==> src/rtl/snn_pkg.sv <==
// Shared types and helpers for the time-multiplexed LIF neuron ring.
package snn_pkg;

    typedef enum logic [1:0] {
        IDLE,
        UPDATE,
        COMMIT
    } state_t;

    function automatic logic [31:0] sat_u(
        input logic signed [31:0] s,
        input int                 width
    );
        logic signed [31:0] hi;
        hi = (32'sd1 <<< width) - 32'sd1;
        if (s < 32'sd0)
            return '0;
        else if (s > hi)
            return hi;
        else
            return s;
    endfunction

endpackage

==> src/rtl/lif_update_unit.sv <==
// One LIF step for a single slot: leak, bias, coupling, stimulus,
// saturate to the unsigned membrane range, then fire-and-reset.
module lif_update_unit
    import snn_pkg::*;
#(
    parameter int V_WIDTH    = 8,
    parameter int W_WIDTH    = 5,
    parameter int LEAK_SHIFT = 3,
    parameter int BIAS       = 1,
    parameter int STIM       = 8
) (
    input  logic [V_WIDTH-1:0]        v,
    input  logic [V_WIDTH-1:0]        thr,
    input  logic signed [W_WIDTH-1:0] weight,
    input  logic                      spk_in,
    input  logic                      stim,
    output logic [V_WIDTH-1:0]        v_nxt,
    output logic                      fire
);

    localparam int SW = V_WIDTH + W_WIDTH + 2;
    localparam logic signed [SW-1:0] BIAS_S = SW'(BIAS);
    localparam logic signed [SW-1:0] STIM_S = SW'(STIM);

    logic signed [SW-1:0] v_ext;
    logic signed [SW-1:0] leak_ext;
    logic signed [SW-1:0] w_ext;
    logic signed [SW-1:0] s;
    logic [31:0]          sc;

    assign v_ext    = $signed({{(SW-V_WIDTH){1'b0}}, v});
    assign leak_ext = $signed({{(SW-V_WIDTH){1'b0}}, v >> LEAK_SHIFT});
    assign w_ext    = $signed({{(SW-W_WIDTH){weight[W_WIDTH-1]}}, weight});

    always_comb begin
        s = v_ext - leak_ext + BIAS_S;
        if (spk_in)
            s = s + w_ext;
        if (stim)
            s = s + STIM_S;
    end

    assign sc    = sat_u({{(32-SW){s[SW-1]}}, s}, V_WIDTH);
    assign fire  = (sc >= {{(32-V_WIDTH){1'b0}}, thr});
    assign v_nxt = fire ? '0 : sc[V_WIDTH-1:0];

endmodule

==> src/rtl/neuron_update_sequencer.sv <==
// Sweeps one shared LIF datapath over an N-slot membrane register file
// once per timestep tick; slot i is coupled to the spike of slot i-1.
module neuron_update_sequencer
    import snn_pkg::*;
#(
    parameter int N_NEURONS  = 4,
    parameter int V_WIDTH    = 8,
    parameter int W_WIDTH    = 5,
    parameter int TICK_DIV   = 1000,
    parameter int LEAK_SHIFT = 3,
    parameter int BIAS       = 1,
    parameter int STIM       = 8
) (
    input  logic                         clk,
    input  logic                         rst_n,
    input  logic                         ena,
    input  logic [V_WIDTH-1:0]           threshold,
    input  logic signed [W_WIDTH-1:0]    weight,
    input  logic [N_NEURONS-1:0]         ext_stim,
    input  logic [$clog2(N_NEURONS)-1:0] mon_sel,
    output logic [N_NEURONS-1:0]         spike,
    output logic [V_WIDTH-1:0]           vmem_mon,
    output logic                         busy,
    output logic                         step_done,
    output logic                         overrun
);

    localparam int IW = $clog2(N_NEURONS);
    localparam int CW = (TICK_DIV > 1) ? $clog2(TICK_DIV) : 1;
    localparam logic [CW-1:0] CNT_MAX = CW'(TICK_DIV - 1);
    localparam logic [IW-1:0] IDX_MAX = IW'(N_NEURONS - 1);

    state_t                     state;
    state_t                     state_nxt;
    logic [CW-1:0]              cnt;
    logic                       tick;
    logic [IW-1:0]              idx;
    logic [IW-1:0]              idx_prev;
    logic [V_WIDTH-1:0]         vmem [N_NEURONS];
    logic [N_NEURONS-1:0]       spike_nxt;
    logic [V_WIDTH-1:0]         thr_q;
    logic signed [W_WIDTH-1:0]  w_q;
    logic [V_WIDTH-1:0]         v_new;
    logic                       fire;

    assign tick     = ena && (cnt == CNT_MAX);
    assign busy     = (state != IDLE);
    assign idx_prev = (idx == '0) ? IDX_MAX : idx - 1'b1;

    lif_update_unit #(
        .V_WIDTH    (V_WIDTH),
        .W_WIDTH    (W_WIDTH),
        .LEAK_SHIFT (LEAK_SHIFT),
        .BIAS       (BIAS),
        .STIM       (STIM)
    ) u_lif (
        .v      (vmem[idx]),
        .thr    (thr_q),
        .weight (w_q),
        .spk_in (spike[idx_prev]),
        .stim   (ext_stim[idx]),
        .v_nxt  (v_new),
        .fire   (fire)
    );

    always_ff @(posedge clk or negedge rst_n) begin
        if (!rst_n)
            cnt <= '0;
        else if (ena)
            cnt <= (cnt == CNT_MAX) ? '0 : cnt + 1'b1;
    end

    always_comb begin
        state_nxt = state;
        unique case (state)
            IDLE:    if (tick) state_nxt = UPDATE;
            UPDATE:  if (idx == IDX_MAX) state_nxt = COMMIT;
            COMMIT:  state_nxt = IDLE;
            default: state_nxt = IDLE;
        endcase
    end

    // The committed spike vector stays frozen for the whole sweep so
    // every slot couples to the previous timestep, not a partial one.
    always_ff @(posedge clk or negedge rst_n) begin
        if (!rst_n) begin
            state     <= IDLE;
            idx       <= '0;
            thr_q     <= '0;
            w_q       <= '0;
            spike     <= '0;
            spike_nxt <= '0;
            step_done <= 1'b0;
            overrun   <= 1'b0;
            vmem_mon  <= '0;
            for (int i = 0; i < N_NEURONS; i++)
                vmem[i] <= '0;
        end else begin
            state     <= state_nxt;
            step_done <= (state == COMMIT);
            vmem_mon  <= vmem[mon_sel];
            if (tick && busy)
                overrun <= 1'b1;
            unique case (state)
                IDLE: begin
                    if (tick) begin
                        thr_q <= threshold;
                        w_q   <= weight;
                        idx   <= '0;
                    end
                end
                UPDATE: begin
                    vmem[idx]      <= v_new;
                    spike_nxt[idx] <= fire;
                    idx            <= idx + 1'b1;
                end
                COMMIT:  spike <= spike_nxt;
                default: ;
            endcase
        end
    end

endmodule

==> config.mk <==
export PLATFORM = sky130hd
export DESIGN_NAME = neuron_update_sequencer
export DESIGN_NICKNAME = d
export VERILOG_FILES = /design/src/rtl/snn_pkg.sv /design/src/rtl/lif_update_unit.sv /design/src/rtl/neuron_update_sequencer.sv
export SDC_FILE = /design/constraint.sdc
export NUM_CORES = 1
export LEC_CHECK = 0
export ABC_AREA = 1
export CORE_MARGIN = 2
export CORE_UTILIZATION = 50
export DETAILED_ROUTE_END_ITERATION = 12
export GPL_TIMING_DRIVEN = 0
export PLACE_DENSITY = 0.73
export SLEW_MARGIN = 20
export SYNTH_ARGS = -nofsm -noshare
export SYNTH_HDL_FRONTEND = slang
export SYNTH_SLANG_ARGS = --single-unit
==> constraint.sdc <==
create_clock -name clk -period 9.62 [get_ports clk]
set_input_delay 1.924 -clock clk [delete_from_list [all_inputs] [get_ports clk]]
set_output_delay 1.924 -clock clk [all_outputs]
set_load 0.005 [all_outputs]
Yosys cells after proc, flatten, opt, wreduce, memory -nomap -nowiden. Cells that the tools add are included.

Bits in registers: 77. Input port bits: 22. Output and inout bits: 15. Logic and storage cells: 77.

Add/sub/neg operators: 7. $lt $le $gt $ge: 9. Equality and inequality tests: 6. Multiplexer cells: 28. Bitwise operators: 2. Reductions and logical operators: 11.

Operators with widths (count): two-way mux 32 bit (2); two-way mux 8 bit (6); binary-select mux 8 bit (select 2 bit) (2); bitwise mux 32 bit (1); >= comparator 32 x 8 -> 1 bit (1); two-way mux 15 bit (2); demux 8 bit (select 2 bit) (1); adder 15 x 2 -> 15 bit, second input constant (1); adder 15 x 5 -> 15 bit (1); adder 15 x 5 -> 15 bit, second input constant (1); > comparator 15 x 9 -> 1 bit, second input constant (1); < comparator 15 x 1 -> 1 bit, second input constant (1); adder 10 x 1 -> 10 bit, second input constant (1); equality test 10 bit, second input constant (1); two-way mux 10 bit (1); subtractor 8 x 5 -> 9 bit (1); two-way mux 2 bit (4); one-hot mux 2 bit (2 select lines) (2); >= comparator 3 bit, second input constant (2); < comparator 2 x 3 -> 1 bit, second input constant (2); inverter 2 -> 3 bit (2); AND reduction 2 bit (3); binary-select mux 1 bit (select 2 bit) (2); bitwise mux 4 bit (1); other kinds (12) (21).

Depth between registers and ports, before layout. Gate-level depths: netlist of the first run.

Word-level depth: 16. Gate-level depth with buffers: 47. Depth with buffers taken out: 45.

By module. Synthesis of the first run repeated with hierarchy kept, for this count alone.

Cell total of the unflattened synthesis: 744. Area total of the unflattened synthesis: 5303.8 µm².

By module, submodules not included: neuron_update_sequencer (times used 1, cells an instance 403, area each 3459.6 µm², seq. area each 1926.8 µm²); lif_update_unit (times used 1, cells an instance 341, area each 1844.3 µm², seq. area each 0.0 µm²).

Least setup slack after synthesis of the first run. Ideal clock, no wire load.

Kind: reg-to-reg. Start: reg idx[0]. End: reg vmem[24] (netlist bit). Library setup time: 76 ps. Arrival time: 6034 ps. Data required time: 9544 ps. Slack: 3510 ps. Cell stages (with the launch flop): 40. Buffers on the path: 3. Period minus slack after synthesis: 6110 ps. Path through: dfrtp_1 buf_6 buf_4 clkbuf_1 o21ai_0 o22ai_1 ha_1 fa_1 inv_1 ha_1 inv_1 nor2_2 nand3_1 nor2_2 nand2_2 o21ai_4 nand2_1 ha_1 (+4 left out) nand2_1 a31o_2 nand3_1 nand2_1 nor2_1 nand4_1 xor2_2 inv_1 a21oi_1 ha_1 a21oi_1 o21ai_0 nand2_1 and3_1 inv_1 nor2_1 nand3_1 o21ai_1.

Cells in the longest elaborated chain, start to end: 16. Elaborated cells between the ends (all ways): 29. Those cells by class: add/sub (5); order compare (5); mux (16); bitwise (1); reduce/logical (2).

RTL lines: start, declared (RTL line neuron_update_sequencer.sv:37) `logic [IW-1:0] idx;`; start signal, assigned (RTL line neuron_update_sequencer.sv:115) `idx <= idx + 1'b1;`; inverter 2 -> 3 bit (not written as such) (RTL line neuron_update_sequencer.sv:57, neuron_update_sequencer.sv:113); binary-select mux 8 bit (select 2 bit) (RTL line neuron_update_sequencer.sv:57) `.v (vmem[idx]),`; two-way mux 8 bit (not written as such) (2 in a row) (RTL line neuron_update_sequencer.sv:57); subtractor 8 x 5 -> 9 bit (RTL line lif_update_unit.sv:36) `s = v_ext - leak_ext + BIAS_S;`; adder 15 x 2 -> 15 bit (RTL line lif_update_unit.sv:36); adder 15 x 5 -> 15 bit (RTL line lif_update_unit.sv:38) `s = s + w_ext;`; two-way mux 15 bit (RTL line lif_update_unit.sv:37) `if (spk_in)`; adder 15 x 5 -> 15 bit (RTL line lif_update_unit.sv:40) `s = s + STIM_S;`; two-way mux 15 bit (RTL line lif_update_unit.sv:39) `if (stim)`; > comparator 15 x 9 -> 1 bit (RTL line snn_pkg.sv:18) `else if (s > hi)`; two-way mux 32 bit (RTL line snn_pkg.sv:18); two-way mux 32 bit (RTL line snn_pkg.sv:16) `if (s < 32'sd0)`; >= comparator 32 x 8 -> 1 bit (RTL line lif_update_unit.sv:44) `assign fire = (sc >= {{(32-V_WIDTH){1'b0}}, thr});`; two-way mux 8 bit (RTL line lif_update_unit.sv:45) `assign v_nxt = fire ? '0 : sc[V_WIDTH-1:0];`; bitwise mux 32 bit (*) (RTL line neuron_update_sequencer.sv:113) `vmem[idx] <= v_new;`; end signal, assigned by index (RTL line neuron_update_sequencer.sv:113); end, declared (RTL line neuron_update_sequencer.sv:39) `logic [V_WIDTH-1:0] vmem [N_NEURONS];`.

Every way passes the cells marked *; elsewhere a longest branch is shown, timed or not. The select of a mux whose other input is x is not followed. A chain may end at the register's enable or synchronous reset.

Worst setup path after layout of the first run.
Start: reg idx[1]. End: reg vmem[2] (netlist bit).

The elaborated chain is that of the path after synthesis.

==> results of run 1 <==
routing by layer:
layer / wire (um) / GRT usage / vias to the layer above
li1: - / - / 2728
met1: 6700 / 0.338 / 2560
met2: 6860 / 0.402 / 202
met3: 872 / 0.0416 / 28
met4: 246 / 0.0733 / 0
met5: 0 / 0 / -
sequential cells by signal, indices dropped and copies added (netlist names):
| signal | cells |
|---|---|
| cnt | 10 |
| idx | 2 |
| overrun | 1 |
| spike | 4 |
| spike_nxt | 4 |
| state | 2 |
| step_done | 1 |
| thr_q | 8 |
| vmem | 32 |
| vmem_mon | 8 |
| w_q | 5 |
worst min-delay path by stage:
stage | start | to | slack [ps] | cells after the start
floorplan | state[0] | step_done | 440 | 1
global placement | state[0] | step_done | 460 | 1
detailed placement | state[0] | step_done | 460 | 1
CTS | state[0] | step_done | 460 | 1
global route | overrun | overrun | 490 | 1
finish | state[0] | step_done | 460 | 1
layout make-up:
cell class / count / area, um^2 / share of cell area
plain buffers: 17 / 100 / 0.0151
clock inverters: 6 / 135 / 0.0204
repair buffers: 37 / 385 / 0.0582
flip-flops and latches: 77 / 1930 / 0.291
clock buffers: 10 / 229 / 0.0346
well taps: 140 / 175 / 0.0265
inverters: 123 / 464 / 0.0701
multi-input cells: 597 / 3210 / 0.484
power by group through the flow:
stage	Sequential [mW]	Combinational [mW]	Clock [mW]
3_3_place_gp	0.357	0.0573	0
5_1_grt	0.355	0.0698	0.430
3_5_place_dp	0.358	0.0613	0
6_report	0.352	0.0614	0.413
4_1_cts	0.352	0.0617	0.416
2_1_floorplan	0.355	0.0317	0
per-stage QoR:
step | utilization | hold WS (ps)
2_1_floorplan | - | 436
3_3_place_gp | 0.568 | 459
3_5_place_dp | 0.570 | 455
4_1_cts | 0.603 | 463
5_1_grt | 0.603 | 490
6_report | 0.603 | 465
worst register-to-register path, delay by kind of cell (launching register included):
kind            cells  cell delay [ps]
flops               1              560
fa+ha+maj           4             1280
xor+xnor            1              520
simple gates       13             2430
buf+inv             5             1180
compound gates      9             2070
cell families after synthesis:
kind of cell / after synthesis
AO/OA/AOI/OAI: 124
XOR/XNOR: 13
adder cells (fa/ha/maj): 38
buffers and inverters: 140
flip-flops: 77
multiplexers: 7
AND/OR/NAND/NOR: 415
placed cells by master, fill, tap and decap left out, types with 7 or more instances in the layout:
cell / n
nand3_1: 84
nand2_2: 9
clkbuf_16: 9
inv_2: 9
o22ai_1: 11
ha_1: 36
o21ai_0: 56
a21oi_1: 38
nand4_1: 12
clkdlybuf4s50_1: 35
dfrtp_1: 77
nand2_1: 216
clkbuf_1: 10
xor2_1: 8
inv_1: 113
nor2_1: 68
mux2i_1: 7
==> metrics.md, run 1 <==
| Metric | Value |
|---|---|
| Main combinational cell family by area after synthesis | `simple AND/OR/NAND/NOR gates` |
| Final instance area | `6620 um^2` |
| Clock slew at reported path FFs | `60 ps` |
| FMAX | `123 MHz` |
| # DRC | `0` |
| Pwr dens | `roughly 120 nW/um^2` |
| TritonCTS buffer count | `9` |
| DPL Wire Length | `11.1 mm` |
| Routed WL | `14.7 mm` |
| CTS tree | `built` |
| H-tree depth | `3` |
| Worst Setup EP | `vmem[2]` |
| WP data required | `9890 ps` |
| Max-slew headroom | `0.485` |
| Row count | `38` |
| WP data arrival | `around 8400 ps` |
| Setup Skew | `~8.5 ps` |
| Leading post-synthesis cells by cell area | `dfrtp_1, nand2_1, ha_1, inv_1, nand3_1` |
| Number of global-route vias before repair | `5,328` |
| DP Area | `around 6300 um^2` |
| Hold_buf cts | `0` |
| Most numerous cell in the Yosys netlist | `nand2_1` |
| Reg power frac | `0.426` |
| R2r endpoint | `vmem[2]` |
| VDD IR max | `195 uV` |
| Synth Area in Adders | `0.0861` |
| Grt ovf | `0` |
| Ys Warns | `0` |
| Largest net degree at the start of global routing | `55` |
| Fin. Hold Viols | `0` |
| Synth area leader | `dfrtp_1` |
| DP Cell Count | `991` |
| Crit. Startpoint | `idx[1]` |
| Post-synth cell types | `44` |
| First-pass GRT wire length | `25.1 mm` |
| Count of maximum capacitance violations | `0` |
| Core area | `11,000 um^2` |
| Gr usage total | `0.247` |
| Port Buffer Count | `36` |
| Placer congestion estimate | `0.909` |
| Final setup TNS | `0 ps` |
| Seq cells post-synth | `77` |
| Compound-Gate Fraction of Synth Area | `0.122` |
| Via-to-Cell Ratio | `5.48` |
| Pre-antenna DRT Iters | `5` |
| Worst Reg-to-Reg Cells | `32` |
| Unrepaired setup endpoints after global routing | `false` |
| Number of synthesized flops with an enable pin | `0` |
| Starting Density | `0.519` |
| Maximum clock insertion buffer count | `2` |
| Syn Area/Cell | `7.00 um^2` |
| Non-filler cells, final | `1,007` |
| Psw | `between 0.15 and 0.2 mW` |
| Nets | `922` |
| Die height | `~110 um` |
| Final min period | `a little over 8000 ps` |
| RR Startpoint | `idx[1]` |
| I/O pin cnt | `37` |
| Worst-margin pin slew | `770 ps` |
| Ys async rst share | `1.00` |
| Crit path max-delay family | `simple AND/OR/NAND/NOR gates` |
| Simple-gate share of the synthesized area | `0.320` |
| Lkg Pwr | `3.56 nW` |
| Crit Path Class | `reg2reg` |
| Levels on crit path | `32` |
| Logic pwr share | `0.074` |
| Antenna cells | `0` |
| Period utilization | `0.842` |
| Sw Share | `0.220` |
| Top FF cell, synth | `dfrtp_1` |
| Clock sinks | `77` |
| Syn_nets | `874` |
| Full die area | `12,300 um^2` |
| Pre-CTS setup slack | `1790 ps` |
| Resize count post-CTS | `0` |
| Initial antenna violation count | `0` |
| Mapped cell area | `approximately 5700 um^2` |
| CP peak stage delay | `600 ps` |
| Layout overhead on the synthesized area | `16.2%` |
| Top cells by count, synth | `nand2_1, inv_1, nand3_1, dfrtp_1, nor2_1` |
| Post-CTS Setup Bufs | `0` |
| Synth top area share | `0.338` |
| Synth Instances | `a little over 800` |
| Total power | `0.827 mW` |
| Mux cell area share after synthesis | `0.0123` |
| Sequential fraction of the synthesis area | `0.338` |
| Antenna viol nets, final | `0` |
| Clock power frac | `0.500` |
| Internal power | `0.645 mW` |
| Chip width | `111 um` |
| Fill cells | `998` |
| Setup Viol. Count Final | `0` |
| Outcome | `finished clean` |
| Setup ws final | `1520 ps` |
| Clk root buf | `clkbuf_16` |
| Layout cell share with drive strength beyond 1 | `0.0784` |
| Critical path peak fanout | `11` |
| Worst path bufs/invs | `5` |
| Pins Over Slew Limit | `0` |
| Detailed router's first-iteration violation count | `509` |
| Crit-path slowest cell | `nor2_1` |
| Via Count | `5,518` |
| CP endpoint kind | `flop` |
| Wire length per cell | `14.6 um` |
| Xor/xnor share of the synthesized area | `0.0226` |
| Worst-skew pair later-pin latency | `~340 ps` |
| R2r setup slk | `approximately 1500 ps` |
| Worst Hold Class | `reg2reg` |
| Startpoint types | `flop` |
Note: power is estimated with default switching activity, not from simulation.
==> run 2, diff against run 1 <==
==> constraint.sdc (replaced) <==
create_clock -name clk -period 7.5 [get_ports clk]
set_input_delay 1.5 -clock clk [delete_from_list [all_inputs] [get_ports clk]]
set_output_delay 1.5 -clock clk [all_outputs]
set_load 0.005 [all_outputs]
==> run 2 against run 1 <==
Compared with the run above:
- global-route usage is 0.093 points higher
- sequential power is 28% higher
- cell area is 1.4% higher
- sequential share of layout area is 0.41 points lower
- cell count is 0.40% higher
- via count is 0.60% higher
- non-clock buffer count is 3 higher
- clock power is 28% higher
- routed wire length is 0.89% higher
- largest cell class unchanged
==> metrics.md, run 2 (synthesized netlist as in run 1, its figures left out) <==
| Metric | Value |
|---|---|
| Nets | `926` |
| Pre-CTS setup slack | `-326 ps` |
| TritonCTS buffer count | `9` |
| Final instance area | `6720 um^2` |
| CTS tree | `built` |
| DP Area | `6260 um^2` |
| Most common cell after layout, fill and taps aside | `nand2_1` |
| I/O pin cnt | `37` |
| Setup Viol. Count Final | `0` |
| Antenna viol nets, final | `0` |
| Number of flip-flops in the largest register | `32` |
| Crit-path slowest cell | `fa_1` |
| Pins Over Slew Limit | `0` |
| CP peak stage delay | `450 ps` |
| Fin. Hold Viols | `0` |
| # DRC | `0` |
| Setup Skew | `8.67 ps` |
| Biggest regs | `vmem (32), cnt (10)` |
| Pre-antenna DRT Iters | `5` |
| CP dominant cell by count | `nand2_1` |
| Critical path peak fanout | `10` |
| Gr usage total | `0.247` |
| Antenna cells | `0` |
| Most flop-heavy register | `vmem` |
| Final min period | `6930 ps` |
| Final setup TNS | `0 ps` |
| CP endpoint kind | `flop` |
| Worst-margin pin slew | `596 ps` |
| Via Count | `~5,600` |
| VDD IR max | `250 uV` |
| Total power | `1.06 mW` |
| Layout overhead on the synthesized area | `17.9%` |
| Port Buffer Count | `36` |
| Layout cell share with drive strength beyond 1 | `0.0953` |
| Clock sinks | `77` |
| Full die area | `about 12,000 um^2` |
| FMAX | `144 MHz` |
| Initial antenna violation count | `0` |
| Starting Density | `0.519` |
| Largest net degree at the start of global routing | `55` |
| Clk root buf | `clkbuf_16` |
| Row count | `38` |
| DPL Wire Length | `~11 mm` |
| Detailed router's first-iteration violation count | `between 500 and 600` |
| Chip width | `111 um` |
| Routed WL | `14.8 mm` |
| Outcome | `finished clean` |
| Most frequent cells in the layout | `nand2_1, inv_1, nand3_1, dfrtp_1, nor2_1` |
| Max-slew headroom | `0.602` |
| Placer congestion estimate | `between 0.9 and 1` |
| WP data arrival | `7210 ps` |
| Clock slew at reported path FFs | `60 ps` |
| Grt ovf | `0` |
| Unrepaired setup endpoints after global routing | `false` |
| Wire length per cell | `14.7 um` |
| First-pass GRT wire length | `approximately 25 mm` |
| Worst Hold Class | `reg2reg` |
| Period utilization | `0.924` |
| Startpoint types | `flop` |
| Worst-skew pair later-pin latency | `~340 ps` |
| Crit Path Class | `reg2reg` |
| Core area | `11,000 um^2` |
| Maximum clock insertion buffer count | `2` |
| Die height | `111 um` |
| Pwr dens | `158 nW/um^2` |
| Lkg Pwr | `3.58 nW` |
| Setup ws final | `around 570 ps` |
| Number of global-route vias before repair | `around 5,300` |
| H-tree depth | `3` |
| WP data required | `7780 ps` |
| Via-to-Cell Ratio | `5.49` |
| Count of maximum capacitance violations | `0` |
==> run 2: cell types whose count changed in the layout (fill, tap and decap cells not counted), sizes merged <==
cell    previous run  this run
clkbuf            19        17
nor2              78        79
buf               10        15
==> run 2: final cells by class <==
| class | instances | area (um^2) |
|---|---|---|
| inverters | 123 | 467 |
| plain buffers | 16 | 97.6 |
| multi-input cells | 598 | 3270 |
| repair buffers | 41 | 415 |
| clock inverters | 6 | 135 |
| well taps | 140 | 175 |
| clock buffers | 10 | 229 |
| flip-flops and latches | 77 | 1930 |
| fillers | 987 | 4270 |
==> run 2: critical path: cells and delay by family (launching register included) <==
kind	cells	cell delay (ps)
buffers and inverters	7	990
flip-flops	1	390
AND/OR/NAND/NOR	22	2810
XOR/XNOR	1	150
adder cells (fa/ha/maj)	5	1450
AO/OA/AOI/OAI	7	1070
==> run 2: final timing paths <==
check / slack, ps / startpoint / cells after the start / end
worst max-delay path: 570 / idx[0] / 42 / vmem[2]
worst min-delay path: 460 / state[0] / 1 / step_done
worst max register to register: 570 / idx[0] / 42 / vmem[2]
worst min register to register: 460 / state[0] / 1 / step_done
max in group asynchronous: 5880 / rst_n / 2 / w_q[4]
min in group asynchronous: 1060 / rst_n / 1 / vmem[24]
==> run 2: per-stage QoR <==
stage                     hold WS (ps)  utilization  instances
after CTS                          463        0.605       1006
after global routing               490        0.612       1011
after detailed placement           455        0.570        991
after floorplan                    436            -        814
after global placement             459        0.568        990
final                              462        0.612       1011
==> run 2: power by group <==
group	total, mW	leakage, nW	internal, mW	switching, mW
clock	0.528	0.169	0.359	0.170
combinational	0.0788	2.60	0.0339	0.0449
sequential	0.452	0.816	0.435	0.0170
==> run 2: metal layers <==
layer  part of all wire  global-route usage  vias up
met5                  0                   0        -
met4              0.019              0.0708        0
met3              0.067              0.0399       34
met1               0.44               0.340     2565
li1                   -                   -     2744
met2               0.47               0.404      208
==> run 2: timing repair <==
action                                  CTS  global route
setup buffers                             0             4
gates cloned                              0             1
pin swaps                                 0             3
hold buffers                              0             0
endpoints found under the setup margin   34            36
gates resized for setup                   5            15
